File: config.mk
export PLATFORM = sky130hd
export DESIGN_NAME = rob_complete_arbiter_flat
export DESIGN_NICKNAME = d
export VERILOG_FILES = /design/src/rtl/rob_complete_arbiter_if.sv /design/src/rtl/rob_complete_arbiter.sv /design/src/flat_wrapper.sv
export SDC_FILE = /design/constraint.sdc
export NUM_CORES = 1
export LEC_CHECK = 0
export CAP_MARGIN = 10
export CORE_AREA = 2 2 227 229
export CTS_CLUSTER_SIZE = 25
export DETAILED_ROUTE_END_ITERATION = 6
export DIE_AREA = 0 0 229 231
export PLACE_DENSITY = 0.47
export RECOVER_POWER = 50
export SYNTH_ARGS = -nofsm -noshare
export SYNTH_HDL_FRONTEND = slang
export SYNTH_SLANG_ARGS = --single-unit
File: constraint.sdc
create_clock -name clk_i -period 9.55 [get_ports clk_i]
set_input_delay 0.955 -clock clk_i [delete_from_list [all_inputs] [get_ports clk_i]]
set_output_delay 0.955 -clock clk_i [all_outputs]
set_load 0.01 [all_outputs]
File: src/rtl/rob_complete_arbiter_if.sv
// Shared core types plus the bundle of completion requests from the execution
// units and the single completion port into the reorder buffer.
package params_pkg;
  localparam int ROB_ENTRIES = 32;
  localparam int DATA_W      = 64;
  localparam int VADDR_W     = 64;
  localparam int CAUSE_W     = 6;

  typedef logic [DATA_W-1:0]  data_t;
  typedef logic [VADDR_W-1:0] vaddr_t;
  typedef logic [CAUSE_W-1:0] excpt_cause_t;
endpackage

interface rob_complete_arbiter_if #(
  parameter int NUM_REQ     = 3,
  parameter int ROB_ENTRIES = params_pkg::ROB_ENTRIES
);
  localparam int IDX_W = $clog2(ROB_ENTRIES);
  typedef logic [IDX_W-1:0] rob_idx_t;

  logic                                            flush_i;
  logic [NUM_REQ-1:0]                              req_valid_i;
  logic [NUM_REQ-1:0][IDX_W-1:0]                   req_idx_i;
  logic [NUM_REQ-1:0][params_pkg::DATA_W-1:0]      req_data_i;
  logic [NUM_REQ-1:0]                              req_excpt_i;
  logic [NUM_REQ-1:0][params_pkg::CAUSE_W-1:0]     req_cause_i;
  logic [NUM_REQ-1:0][params_pkg::VADDR_W-1:0]     req_tval_i;
  logic [NUM_REQ-1:0]                              req_ready_o;

  logic                                            complete_valid_o;
  logic                                            complete_excpt_o;
  rob_idx_t                                        complete_idx_o;
  params_pkg::data_t                               complete_data_o;
  params_pkg::excpt_cause_t                        complete_cause_o;
  params_pkg::vaddr_t                              complete_tval_o;
  logic [15:0]                                     conflict_cnt_o;

  modport slave (
    input  flush_i, req_valid_i, req_idx_i, req_data_i, req_excpt_i,
           req_cause_i, req_tval_i,
    output req_ready_o, complete_valid_o, complete_excpt_o, complete_idx_o,
           complete_data_o, complete_cause_o, complete_tval_o, conflict_cnt_o
  );

  modport master (
    output flush_i, req_valid_i, req_idx_i, req_data_i, req_excpt_i,
           req_cause_i, req_tval_i,
    input  req_ready_o, complete_valid_o, complete_excpt_o, complete_idx_o,
           complete_data_o, complete_cause_o, complete_tval_o, conflict_cnt_o
  );
endinterface

File: src/rtl/rob_complete_arbiter.sv
// Round-robin arbiter funnelling ALU/MUL/MEM completions into the single ROB
// completion port, with one registered stage and a conflict-cycle counter.
module rob_complete_arbiter #(
  parameter int NUM_REQ     = 3,
  parameter int ROB_ENTRIES = params_pkg::ROB_ENTRIES
) (
  input  logic                    clk_i,
  input  logic                    rst_i,
  rob_complete_arbiter_if.slave   bus
);
  localparam int RR_W  = (NUM_REQ > 1) ? $clog2(NUM_REQ) : 1;
  localparam int IDX_W = $clog2(ROB_ENTRIES);

  logic [RR_W-1:0]          rr_q;
  logic [RR_W-1:0]          gnt_idx;
  logic [RR_W-1:0]          cand;
  logic [NUM_REQ-1:0]       gnt;
  logic                     gnt_any;
  logic                     multi_req;
  logic [15:0]              conflict_cnt_q;

  logic                     vld_p1;
  logic                     excpt_p1;
  logic [IDX_W-1:0]         idx_p1;
  params_pkg::data_t        data_p1;
  params_pkg::excpt_cause_t cause_p1;
  params_pkg::vaddr_t       tval_p1;

  // Wraps at NUM_REQ-1 so non-power-of-two counts never visit unused codes.
  function automatic logic [RR_W-1:0] rr_inc(input logic [RR_W-1:0] v);
    if (v == RR_W'(NUM_REQ - 1)) return '0;
    return v + RR_W'(1);
  endfunction

  function automatic logic [15:0] sat_inc16(input logic [15:0] v);
    if (v == 16'hFFFF) return v;
    return v + 16'd1;
  endfunction

  // Stage p0: combinational round-robin grant, suppressed during flush and reset.
  always_comb begin
    gnt     = '0;
    gnt_idx = rr_q;
    gnt_any = 1'b0;
    cand    = rr_q;
    if (!rst_i && !bus.flush_i) begin
      for (int k = 0; k < NUM_REQ; k++) begin
        if (!gnt_any && bus.req_valid_i[cand]) begin
          gnt_any = 1'b1;
          gnt_idx = cand;
        end
        cand = rr_inc(cand);
      end
    end
    if (gnt_any) gnt[gnt_idx] = 1'b1;
  end

  assign multi_req = ($countones(bus.req_valid_i) > 1) && !bus.flush_i;

  always_ff @(posedge clk_i or posedge rst_i) begin
    if (rst_i) begin
      rr_q           <= '0;
      conflict_cnt_q <= '0;
      vld_p1         <= 1'b0;
      excpt_p1       <= 1'b0;
    end else begin
      if (gnt_any) rr_q <= rr_inc(gnt_idx);
      if (multi_req) conflict_cnt_q <= sat_inc16(conflict_cnt_q);
      vld_p1   <= gnt_any;
      excpt_p1 <= gnt_any && bus.req_excpt_i[gnt_idx];
    end
  end

  // Stage p1: granted payload, held across idle cycles.
  always_ff @(posedge clk_i or posedge rst_i) begin
    if (rst_i) begin
      idx_p1   <= '0;
      data_p1  <= '0;
      cause_p1 <= '0;
      tval_p1  <= '0;
    end else if (gnt_any) begin
      idx_p1   <= bus.req_idx_i[gnt_idx];
      data_p1  <= bus.req_data_i[gnt_idx];
      cause_p1 <= bus.req_cause_i[gnt_idx];
      tval_p1  <= bus.req_tval_i[gnt_idx];
    end
  end

  assign bus.req_ready_o      = gnt;
  assign bus.complete_valid_o = vld_p1;
  assign bus.complete_excpt_o = excpt_p1;
  assign bus.complete_idx_o   = idx_p1;
  assign bus.complete_data_o  = data_p1;
  assign bus.complete_cause_o = cause_p1;
  assign bus.complete_tval_o  = tval_p1;
  assign bus.conflict_cnt_o   = conflict_cnt_q;
endmodule

File: src/flat_wrapper.sv
// flat-port wrapper written by rule: the top's interface ports become plain ports
module rob_complete_arbiter_flat 
#(
  parameter int NUM_REQ     = 3,
  parameter int ROB_ENTRIES = params_pkg::ROB_ENTRIES
)
  (clk_i, rst_i, bus_flush_i, bus_req_valid_i, bus_req_idx_i, bus_req_data_i, bus_req_excpt_i, bus_req_cause_i, bus_req_tval_i, bus_req_ready_o, bus_complete_valid_o, bus_complete_excpt_o, bus_complete_idx_o, bus_complete_data_o, bus_complete_cause_o, bus_complete_tval_o, bus_conflict_cnt_o);
  rob_complete_arbiter_if #(.NUM_REQ(NUM_REQ), .ROB_ENTRIES(ROB_ENTRIES)) bus_i ();
  input  logic clk_i;
  input  logic rst_i;
  input wire logic [$bits(bus_i.flush_i)-1:0] bus_flush_i;
  input wire logic [$bits(bus_i.req_valid_i)-1:0] bus_req_valid_i;
  input wire logic [$bits(bus_i.req_idx_i)-1:0] bus_req_idx_i;
  input wire logic [$bits(bus_i.req_data_i)-1:0] bus_req_data_i;
  input wire logic [$bits(bus_i.req_excpt_i)-1:0] bus_req_excpt_i;
  input wire logic [$bits(bus_i.req_cause_i)-1:0] bus_req_cause_i;
  input wire logic [$bits(bus_i.req_tval_i)-1:0] bus_req_tval_i;
  output wire logic [$bits(bus_i.req_ready_o)-1:0] bus_req_ready_o;
  output wire logic [$bits(bus_i.complete_valid_o)-1:0] bus_complete_valid_o;
  output wire logic [$bits(bus_i.complete_excpt_o)-1:0] bus_complete_excpt_o;
  output wire logic [$bits(bus_i.complete_idx_o)-1:0] bus_complete_idx_o;
  output wire logic [$bits(bus_i.complete_data_o)-1:0] bus_complete_data_o;
  output wire logic [$bits(bus_i.complete_cause_o)-1:0] bus_complete_cause_o;
  output wire logic [$bits(bus_i.complete_tval_o)-1:0] bus_complete_tval_o;
  output wire logic [$bits(bus_i.conflict_cnt_o)-1:0] bus_conflict_cnt_o;
  assign bus_i.flush_i = bus_flush_i;
  assign bus_i.req_valid_i = bus_req_valid_i;
  assign bus_i.req_idx_i = bus_req_idx_i;
  assign bus_i.req_data_i = bus_req_data_i;
  assign bus_i.req_excpt_i = bus_req_excpt_i;
  assign bus_i.req_cause_i = bus_req_cause_i;
  assign bus_i.req_tval_i = bus_req_tval_i;
  assign bus_req_ready_o = bus_i.req_ready_o;
  assign bus_complete_valid_o = bus_i.complete_valid_o;
  assign bus_complete_excpt_o = bus_i.complete_excpt_o;
  assign bus_complete_idx_o = bus_i.complete_idx_o;
  assign bus_complete_data_o = bus_i.complete_data_o;
  assign bus_complete_cause_o = bus_i.complete_cause_o;
  assign bus_complete_tval_o = bus_i.complete_tval_o;
  assign bus_conflict_cnt_o = bus_i.conflict_cnt_o;
  rob_complete_arbiter #(.NUM_REQ(NUM_REQ), .ROB_ENTRIES(ROB_ENTRIES)) u_core (.clk_i(clk_i), .rst_i(rst_i), .bus(bus_i));
endmodule
Word-level counts from Yosys, hierarchy flattened
Index checks and enable logic that the tools add are counted.
{"block": "totals", "reg_bits": 159, "inputBits": 426, "output_inout_bits": 160}
{"block": "classes", "n_addsub": 6, "n_lt_le_gt_ge": 6, "n_eq_ne": 5, "muxes": 45, "n_reduce_logical": 11}
{"operator": "$bmux W64 S2", "n": 2}
{"operator": "$mux W64", "n": 2}
{"operator": "$add A32 B1 Y32", "n": 1}
{"operator": "$gt A32 B2 Y1 const B", "n": 1}
{"operator": "$mux W2", "n": 11}
{"operator": "$mux W1", "n": 19}
{"operator": "$add A16 B1 Y16 const B", "n": 1}
{"operator": "$eq A16 B16 Y1 const B", "n": 1}
{"operator": "$mux W16", "n": 1}
{"operator": "$bmux W6 S2", "n": 1}
{"operator": "$lt A2 B3 Y1 const B", "n": 4}
{"operator": "$bmux W5 S2", "n": 1}
{"operator": "$bmux W1 S2", "n": 4}
{"operator": "$add A2 B1 Y2 const B", "n": 3}
{"operator": "$eq A2 B2 Y1 const B", "n": 3}
{"operator": "$logic_and A1 B1 Y1", "n": 6}
{"operator": "$mux W6", "n": 1}
{"operator": "$mux W5", "n": 1}
{"operator": "$logic_not A1 Y1", "n": 4}
{"operator": "$mux W3", "n": 1}
{"operator": "$add A1 B1 Y2", "n": 1}
{"operator": "$demux W1 S2", "n": 1}
{"operator": "$ge A2 B1 Y1 const B", "n": 1}
{"operator": "$ne A2 B2 Y1 const B", "n": 1}
{"operator": "$reduce_and A2 Y1", "n": 1}

Longest topological paths before layout
{"block": "logic_depth", "word_depth": 20, "ltp_mapped": 9, "ltp_nobuf": 6}

Least setup slack after synthesis
Ideal clock, no wire load.
{"block": "synth_timing", "path_kind": "input to output", "startpoint": "in rst_i", "endpoint": "out bus_req_ready_o[2]", "arrival_ns": 2.180, "required_ns": 8.595, "path_slack_ns": 6.415, "cell_stages": 5, "n_path_buf": 2, "path_cell_list": "or3b_4 a2111oi_4 o21ba_1 buf_2 buf_2"}
{"block": "synth_between", "elab_chain_cells": 8, "word_cells_on_any_way": 10, "classes_between": "order compare: 2; mux: 5; reduce/logical: 3"}
{"item": "start, declared", "line": "flat_wrapper.sv:10", "rtl": "input logic rst_i;"}
{"item": "$logic_not A1 Y1 (no line) *"}
{"item": "$logic_and A1 B1 Y1 *", "line": "rob_complete_arbiter.sv:46", "rtl": "if (!rst_i && !bus.flush_i) begin"}
{"item": "$mux W2", "line": "rob_complete_arbiter.sv:46"}
{"item": "$lt A2 B3 Y1 (implied by the code) / $ge A2 B1 Y1 (equally long branches)", "line": "rob_complete_arbiter.sv:55", "rtl": "if (gnt_any) gnt[gnt_idx] = 1'b1;"}
{"item": "$logic_and A1 B1 Y1 (implied by the code)", "line": "rob_complete_arbiter.sv:55"}
{"item": "$mux W1 (implied by the code)", "line": "rob_complete_arbiter.sv:55"}
{"item": "$demux W1 S2"}
{"item": "$mux W3 *", "line": "rob_complete_arbiter.sv:55"}
{"item": "end, declared", "line": "flat_wrapper.sv:18", "rtl": "output wire logic [$bits(bus_i.req_ready_o)-1:0] bus_req_ready_o;"}
Mark *: on every way between the ends. The rest lies on a longest branch, timed or not.

==> reports/qor.yml <==
status: "finished with violations"
failed_checks: "design-rule violations, max-capacitance violations, max-slew violations"
report.final.slew_viol_count: 103
layout_common_cells: "clkdlybuf4s50_1 (445), nand2_1 (163), dfrtp_1 (159), dlygate4sd3_1 (140), a22oi_1 (122)"
reg2reg_from: "u_core.rr_q[1]"
drive_above_1_share_pct: 4.43
final_common_cell: "clkdlybuf4s50_1"
fin_total_pwr_w: 0.00270
hold_viol: 0
post-route-min-period_ns: 5.58
cts_setup_buffers: 0
dr.pass1.iters: 7
cts_tree: "yes"
dr.first_iter.drc_count: 670
hp-start: "u_core.bus.conflict_cnt_o[15]"
clock_path_buffers: 2
drt-vias-per-instance: 4.35
die-area_um2: 52900
root_buffer: "clkbuf_16"
io_buffers: 585
dpl.hpwl_mm: 30.5
synth_area_per_cell_um2: 10.4
grt_max_degree: 206
ant_nets: 0
io_pins: 586
grtUsageTotal_pct: 15.4
crit_arrival_ns: 5.47
holdCritPathClass: "reg -> reg"
cp_cell_sequence: "dlygate4sd3_1, clkinvlp_2, clkbuf_1"
rsz0062_at_grt: "no"
leakage_nw: 5.90
grt_overflow_total: 0
cpMaxStageDelayCell: "clkbuf_1"
die_w_um: 229
tightest_slew_ns: 3.15
r2r_slack_ns: 6.94
finalCritPeriodShare_pct: 58.4
synthArstFlopShare_pct: 100
grt_pass1_wl_mm: 59.9
first_global_vias: 9066
fp-row-count: 83
wl_per_cell_um: 21.0
drc: 3
path_class: "in -> async"
fin_nets: 1702
tns_ns: 0
crit_path_start_kind: "input port"
cts_max_level: 4
synth_edf_count: 0
slew-limit-headroom_pct: -110
critPathRequiredTime_ns: 9.44
synth_flop_cell: "dfrtp_1"
ys.warnings.count: 0
worstSetupStartpoint: "rst_i"
syn-cell-area_um2: 7630
syn-num-nets: 1160
start_util_pct: 15.1
coreArea_um2: 50700
setup-violations-final: 0
critPathMaxFanout: 53
cts_resized: 0
fin_hold_ws_ns: 0.504
dr_total_vias: 8565
timing.fmax_ghz: 0.179
cts.sinks: 159
syn_inst: 732
path_clk_slew_ns: 0.07
stdcell_area_um2: 14600
maxCapViolations: 2
placed_cell_area_um2: 14000
gp_congestion: 0.826
end_kind: "async pin"
fp.dieH_um: 231
area_growth_pct: 91.9
routed_wl_mm: 41.4
clk_latency_ns: 0.48
finClkSkew_ns: 0.00690
ir_worst_vdd_uv: 111
powerDensity_nw_per_um2: 184
hold_buffers: 0
antenna_found_initial: 7
ys_types: 43
yosysSeqAreaShare_pct: 52.1
synth_seq_cells: 159
numCtsBuffers: 17
critPathMaxStageDelay_ns: 2.31
## kinds of logic (layout without fill, tap and decap cells)
logic type / Yosys count / count (layout) / share of synthesized area [%]
simple gates: 195 / 195 / 10.5
flops: 159 / 159 / 52.1
buf+inv: 76 / 631 / 6.08
fa+ha+maj: 2 / 2 / 0.328
xor+xnor: 15 / 15 / 1.72
other cells: 0 / 4 / 0
compound gates: 285 / 285 / 29.3
## worst paths after layout
kind | cells after the start | to
worst min-delay path | 1 | u_core.bus.conflict_cnt_o[15]
min in group asynchronous | 2 | u_core.bus.conflict_cnt_o[6]
worst max register to register | 6 | u_core.bus.complete_excpt_o
max in group clk_i | 5 | bus_req_ready_o[2]
worst max-delay path | 3 | u_core.bus.complete_data_o[32]
worst min register to register | 1 | u_core.bus.conflict_cnt_o[15]
## per-layer routing
metal | up-vias | global-route usage, % | share of wire [%]
met5 | - | 0 | 0.099
met4 | 6 | 6.25 | 2.7
met3 | 47 | 6.50 | 9.9
met2 | 459 | 25.9 | 49
met1 | 4109 | 17.2 | 38
li1 | 3944 | - | -
## critical path: cells and delay by family
| family | cells | cell delay, ns |
|---|---|---|
| buf+inv | 3 | 4.35 |
## synth_stat cells (all sizes together), types with 3 or more instances
cell type	count	area, µm²
nand2	163	612
dfrtp	159	3980
a22oi	126	966
a222oi	77	771
o21ai	65	340
clkbuf	44	165
buf	27	280
xnor2	11	96.3
inv	5	18.8
nand3	5	25.0
nor2	5	18.8
nand4	4	25.0
nor3	4	20.0
xor2	4	35.0
a21o	3	22.5
a21oi	3	15.0
o211ai	3	22.5
## cell type report
cell class                 count  area (µm²)
antenna                        4        10.0
inverter                       5        20.0
multi-input combinational    497        3220
timing repair buffer         594        5930
clock buffer                  19         453
sequential                   159        3980
tap                          680         851
clock inverter                13         184
fill                        5395       36000
## sequential cells by signal, indices dropped and copies added (netlist names)
register / count
u_core.bus.complete_data_o: 64
u_core.bus.conflict_cnt_o: 16
u_core.bus.complete_cause_o: 6
u_core.bus.complete_idx_o: 5
u_core.bus.complete_valid_o: 1
u_core.bus.complete_excpt_o: 1
u_core.bus.complete_tval_o: 64
u_core.rr_q: 2
## report_power, final
group | total (W) | switching, W | leakage (nW) | internal [W]
logic | 0.000977 | 0.000431 | 3.60 | 0.000547
registers | 0.000952 | 0.000110 | 2.00 | 0.000842
clock network | 0.000772 | 0.000321 | 0.306 | 0.000451
total | 0.00270 | 0.000862 | 5.90 | 0.00184
## stage by stage
step / util (%) / setup WS [ns] / instances
5_1_grt: 28.9 / 2.91 / 1970
2_1_floorplan: - / 4.30 / 732
3_5_place_dp: 27.6 / 5.18 / 1935
6_report: 28.9 / 3.97 / 1971
3_3_place_gp: 27.6 / 5.19 / 1935
4_1_cts: 28.9 / 5.17 / 1967
No activity file was read; power rests on OpenSTA's default activity.
